`config.mk`:
```
export PLATFORM = sky130hd
export DESIGN_NAME = boa_uart_bus_bridge
export DESIGN_NICKNAME = d
export VERILOG_FILES = /design/src/rtl/boa_uart_bus_bridge.sv
export SDC_FILE = /design/constraint.sdc
export NUM_CORES = 1
export LEC_CHECK = 0
export CORE_ASPECT_RATIO = 1.75
export CORE_MARGIN = 5
export CORE_UTILIZATION = 35
export DETAILED_ROUTE_END_ITERATION = 12
export SLEW_MARGIN = 0
export SYNTH_ARGS = -nofsm -noshare
export SYNTH_HDL_FRONTEND = slang
export SYNTH_SLANG_ARGS = --single-unit
```
`constraint.sdc`:
```
create_clock -name clk -period 4.81 [get_ports clk]
set_input_delay 0.7215 -clock clk [delete_from_list [all_inputs] [get_ports clk]]
set_output_delay 0.7215 -clock clk [all_outputs]
set_load 0.01 [all_outputs]
```
`src/rtl/boa_uart_bus_bridge.sv`:
```
// UART-to-bus debug bridge: parses ping/write/read command frames from the
// receive byte stream, performs single-word bus accesses and returns reply bytes.
module boa_uart_bus_bridge #(
    parameter int unsigned tlen    = 16,
    parameter int unsigned timeout = 50000
) (
    input  logic        clk,
    input  logic        rst,
    input  logic [7:0]  rx_byte,
    input  logic        rx_valid,
    output logic        rx_ready,
    output logic [7:0]  tx_byte,
    output logic        tx_valid,
    input  logic        tx_ready,
    output logic [29:0] bus_addr,
    output logic [3:0]  bus_we,
    output logic        bus_re,
    output logic [31:0] bus_wdata,
    input  logic [31:0] bus_rdata,
    input  logic        bus_ready,
    output logic        busy,
    output logic        frame_err
);

    typedef enum logic [2:0] {
        st_idle,
        st_addr,
        st_data,
        st_bus,
        st_resp
    } state_t;

    localparam logic [tlen-1:0] tmo_val = tlen'(timeout);
    localparam bit              tmo_en  = (timeout != 0);

    state_t            state;
    logic              is_write;
    logic [1:0]        byte_cnt;
    logic [29:0]       addr_sh;
    logic [23:0]       data_sh;
    logic [31:0]       rdata_q;
    logic [2:0]        resp_left;
    logic [tlen-1:0]   tcnt;
    logic              bus_first;

    logic rx_fire;
    logic tx_fire;
    logic tmo_hit;

    assign rx_fire = rx_valid && rx_ready;
    assign tx_fire = tx_valid && tx_ready;
    assign tmo_hit = tmo_en && (tcnt == tmo_val);

    // Address shifter drops byte-address bits 1:0 as the first byte falls off the bottom.
    always_ff @(posedge clk or negedge rst) begin
        if (!rst) begin
            state     <= st_idle;
            is_write  <= 1'b0;
            byte_cnt  <= 2'd0;
            addr_sh   <= 30'd0;
            data_sh   <= 24'd0;
            rdata_q   <= 32'd0;
            resp_left <= 3'd0;
            tcnt      <= '0;
            bus_first <= 1'b0;
            rx_ready  <= 1'b0;
            tx_byte   <= 8'd0;
            tx_valid  <= 1'b0;
            bus_addr  <= 30'd0;
            bus_we    <= 4'd0;
            bus_re    <= 1'b0;
            bus_wdata <= 32'd0;
            busy      <= 1'b0;
            frame_err <= 1'b0;
        end else begin
            frame_err <= 1'b0;
            case (state)
                st_idle: begin
                    tcnt     <= '0;
                    rx_ready <= 1'b1;
                    if (rx_fire) begin
                        byte_cnt  <= 2'd0;
                        busy      <= 1'b1;
                        resp_left <= 3'd0;
                        case (rx_byte)
                            8'h00: begin
                                state    <= st_resp;
                                rx_ready <= 1'b0;
                                tx_valid <= 1'b1;
                                tx_byte  <= 8'hA5;
                            end
                            8'h01, 8'h02: begin
                                state    <= st_addr;
                                is_write <= (rx_byte == 8'h01);
                            end
                            default: begin
                                state     <= st_resp;
                                rx_ready  <= 1'b0;
                                tx_valid  <= 1'b1;
                                tx_byte   <= 8'hEE;
                                frame_err <= 1'b1;
                            end
                        endcase
                    end
                end

                st_addr: begin
                    if (rx_fire) begin
                        tcnt     <= '0;
                        byte_cnt <= byte_cnt + 2'd1;
                        addr_sh  <= {rx_byte, addr_sh[29:8]};
                        if (byte_cnt == 2'd3) begin
                            if (is_write) begin
                                state <= st_data;
                            end else begin
                                state     <= st_bus;
                                rx_ready  <= 1'b0;
                                bus_first <= 1'b1;
                                bus_addr  <= {rx_byte, addr_sh[29:8]};
                                bus_re    <= 1'b1;
                                bus_we    <= 4'd0;
                            end
                        end
                    end else if (tmo_hit) begin
                        state     <= st_idle;
                        busy      <= 1'b0;
                        byte_cnt  <= 2'd0;
                        frame_err <= 1'b1;
                    end else if (tcnt != '1) begin
                        tcnt <= tcnt + 1'b1;
                    end
                end

                st_data: begin
                    if (rx_fire) begin
                        tcnt     <= '0;
                        byte_cnt <= byte_cnt + 2'd1;
                        data_sh  <= {rx_byte, data_sh[23:8]};
                        if (byte_cnt == 2'd3) begin
                            state     <= st_bus;
                            rx_ready  <= 1'b0;
                            bus_first <= 1'b1;
                            bus_addr  <= addr_sh;
                            bus_wdata <= {rx_byte, data_sh};
                            bus_we    <= 4'b1111;
                            bus_re    <= 1'b0;
                        end
                    end else if (tmo_hit) begin
                        state     <= st_idle;
                        busy      <= 1'b0;
                        byte_cnt  <= 2'd0;
                        frame_err <= 1'b1;
                    end else if (tcnt != '1) begin
                        tcnt <= tcnt + 1'b1;
                    end
                end

                // bus_ready in the first cycle still belongs to the previous access.
                st_bus: begin
                    if (bus_first) begin
                        bus_first <= 1'b0;
                    end else if (bus_ready) begin
                        rdata_q   <= bus_rdata;
                        bus_addr  <= 30'd0;
                        bus_we    <= 4'd0;
                        bus_re    <= 1'b0;
                        bus_wdata <= 32'd0;
                        state     <= st_resp;
                        tx_valid  <= 1'b1;
                        tx_byte   <= is_write ? 8'h81 : 8'h82;
                        resp_left <= is_write ? 3'd0 : 3'd4;
                    end
                end

                st_resp: begin
                    if (tx_fire) begin
                        if (resp_left == 3'd0) begin
                            state    <= st_idle;
                            tx_valid <= 1'b0;
                            tx_byte  <= 8'd0;
                            busy     <= 1'b0;
                            rx_ready <= 1'b1;
                        end else begin
                            resp_left <= resp_left - 3'd1;
                            tx_byte   <= rdata_q[7:0];
                            rdata_q   <= {8'd0, rdata_q[31:8]};
                        end
                    end
                end

                default: begin
                    state <= st_idle;
                end
            endcase
        end
    end

endmodule

```
==> flow_summary.toml <==
[setup_path]
critPathMaxFanout = 65
worstPathArrival_ps = 3590
crit_type = "flop to flop"
cp-end-kind = "flop"
cp.required_ps = 5070
crit_chain = "nand3b_4 -> nor2b_1 -> a211o_2 -> o21ai_0"
crit_buf_inv = 0
cpPeakStageDelay_ps = 830
crit_family = "simple AND/OR/NAND/NOR gates"
slowest_stage = "a211o_2"
startpoint_type = "flop"

[pwr]
switching_share = 0.310
power_switching_mw = 1.37
peakVddDrop_mv = 0.204
power_density_nw_per_um2 = 409
sequentialPowerShare = 0.434
power.total_mw = 4.41
internal-power_mw = 3.04
combinationalPowerShare = 0.244
leakage_nw = 4.64
p_clk_frac = 0.322

[placed_design]
dpl_cell_area_um2 = 10200
hpwl_um = 14700
gp_congestion = 0.779
port_buffers = 123
post-place-ws_ps = 1490

[global_routing]
grt_pass1_vias = 6473
grt_max_degree = 97
grt_first_pass_wirelength_um = 34800
grt-ovfl-total = 0
antenna_found_initial = 0
track_usage = 0.154

[drt]
wl_per_cell_um = 16.7
wl_um = 21400
vias_per_cell = 5.14
drtPass1Iterations = 4
dr_total_vias = 6592
post-route-drc-count = 0
ant_nets = 0
drtIter0Drc = 463

[cells_and_area]
area_growth_pct = 23.0
antennaDiodeCount = 0
design_area_um2 = 10800
nets = 1007
layout_common_cells = "dfrtp_1 (188), nand2_1 (142), clkdlybuf4s50_1 (122)"
layout-drive-gt1-share = 0.128
final_common_cell = "dfrtp_1"
final.fill_count = 2381

[synthesis]
synth_cells = 869
synth-seq-cells = 188
synth_warnings = 0
syn_area_um2 = 8760
async_reset_ff_frac = 1.00
syn_area_per_cell_um2 = 10.1
syn_nets = 919
synth_edf_count = 0
ys_types = 70
synth_ff_type = "dfrtp_1"
yosysSeqAreaShare = 0.537

[die]
coreArea_um2 = 24600
row_count = 76
start_util = 0.356
dieArea_um2 = 28400
chipHeight_um = 219
die_w_um = 130
pin_count = 124

[clock_network]
numClockSinks = 188
tritoncts = "done"
cts_made_buffers = 17
htreeDepth = 4
clk_latency_ps = 430
clk_pin_slew_ps = 70
clock_path_buffers = 2
ctsResizeCount = 0
cts_root_buf = "clkbuf_16"
cts_setup_buffers = 0
ctsHoldBuffers = 0

[timing]
rsz0062_at_grt = "false"
fin_crit_ps = 3330
setup_violations = 0
finalHoldViolations = 0
fin_ws_ps = 1480
fmax_mhz = 300
drv_slew = 0
tightest_slew_ps = 953
setup_tns_ps = 0
whs_ps = 342
fin_crit_sh = 0.692
skew_ps = 8.46
worst_slew_margin_rel = 0.357

[run]
maxCapViolations = 0

[run_status]
outcome = "finished clean"

[min_path]
hold_path_class = "input pin to asynchronous set/reset pin"
==> through the flow <==
step | util | cells
detailed placement | 0.413 | 1250
global route | 0.437 | 1282
global placement | 0.413 | 1250
CTS | 0.437 | 1282
floorplan | - | 869
finish | 0.437 | 1282
==> sequential cells by signal, summed over array words and instances (netlist names), 2 cells and up <==
register   cells
resp_left      3
state          3
bus_wdata     32
tcnt          16
rdata_q       32
byte_cnt       2
tx_byte        8
bus_addr      30
addr_sh       30
data_sh       24
==> final cells by class <==
cell class	instances	area [µm²]	share of cell area
Sequential cell	188	4700	0.437
Multi-Input combinational cell	603	3710	0.345
Timing Repair Buffer	133	1320	0.123
Clock buffer	21	470	0.0437
Tap cell	312	390	0.0363
Clock inverter	11	116	0.0108
Inverter	14	52.6	0.00488
==> cell families (layout without fill, tap and decap cells) <==
logic type | count (synthesis) | after routing | synth area share
mux | 58 | 58 | 0.0749
compound gates | 227 | 227 | 0.163
xor+xnor | 4 | 4 | 0.00400
fa+ha+maj | 5 | 5 | 0.00714
simple gates | 309 | 309 | 0.171
flops | 188 | 188 | 0.537
buf+inv | 78 | 179 | 0.0429
==> final timing paths <==
kind,to,start,slack [ps],cells after the start
worst max-delay path,bus_wdata[15],state[1],1480,4
worst min-delay path,tcnt[2],rst,340,1
worst max register to register,bus_wdata[15],state[1],1480,4
worst min register to register,resp_left[0],resp_left[0],470,1
max in group asynchronous,bus_addr[5],rst,3460,2
min in group clk,resp_left[0],resp_left[0],470,1
==> metal layers <==
layer | GRT usage | vias to the layer above | wire length [µm]
li1 | - | 3220 | -
met1 | 0.185 | 3233 | 8570
met2 | 0.277 | 120 | 11700
met3 | 0.0283 | 19 | 827
met4 | 0.0485 | 0 | 297
met5 | 0 | - | 0
==> power groups by stage <==
stage          clock network [mW]  registers [mW]  logic [mW]
6_report                     1.42            1.91        1.08
5_1_grt                      1.52            1.94        1.21
4_1_cts                      1.46            1.91        1.10
3_5_place_dp                    0            1.94        1.10
3_3_place_gp                    0            1.94        1.08
2_1_floorplan                   0            1.91       0.731
==> cell usage after synthesis (4+ instances only) <==
library cell  count  area share
dfrtp_1         188        0.54
nand2_1         142       0.061
a21oi_1          80       0.046
nor2_1           71       0.030
mux2_2           55       0.071
o21ai_0          47       0.027
clkbuf_1         31       0.013
nor3b_1          30       0.026
a31oi_1          29       0.021
buf_2            23       0.013
inv_1            14      0.0060
a22o_1           10       0.010
nand3_1          10      0.0057
nand2b_1          8      0.0057
o31ai_1           8      0.0069
nor3_1            7      0.0040
o211ai_1          7      0.0060
o21ai_1           6      0.0034
and2_1            5      0.0036
buf_6             5      0.0064
ha_1              5      0.0071
nand4_1           5      0.0036
o22ai_1           5      0.0036
buf_4             4      0.0034
o21a_1            4      0.0034
==> worst reg2reg max path, stage by stage, from the launching register on <==
cell,delay (ps)
dfrtp_1,790
nand3b_4,520
nor2b_1,730
a211o_2,830
o21ai_0,280
No activity file was read; power rests on OpenSTA's default activity.
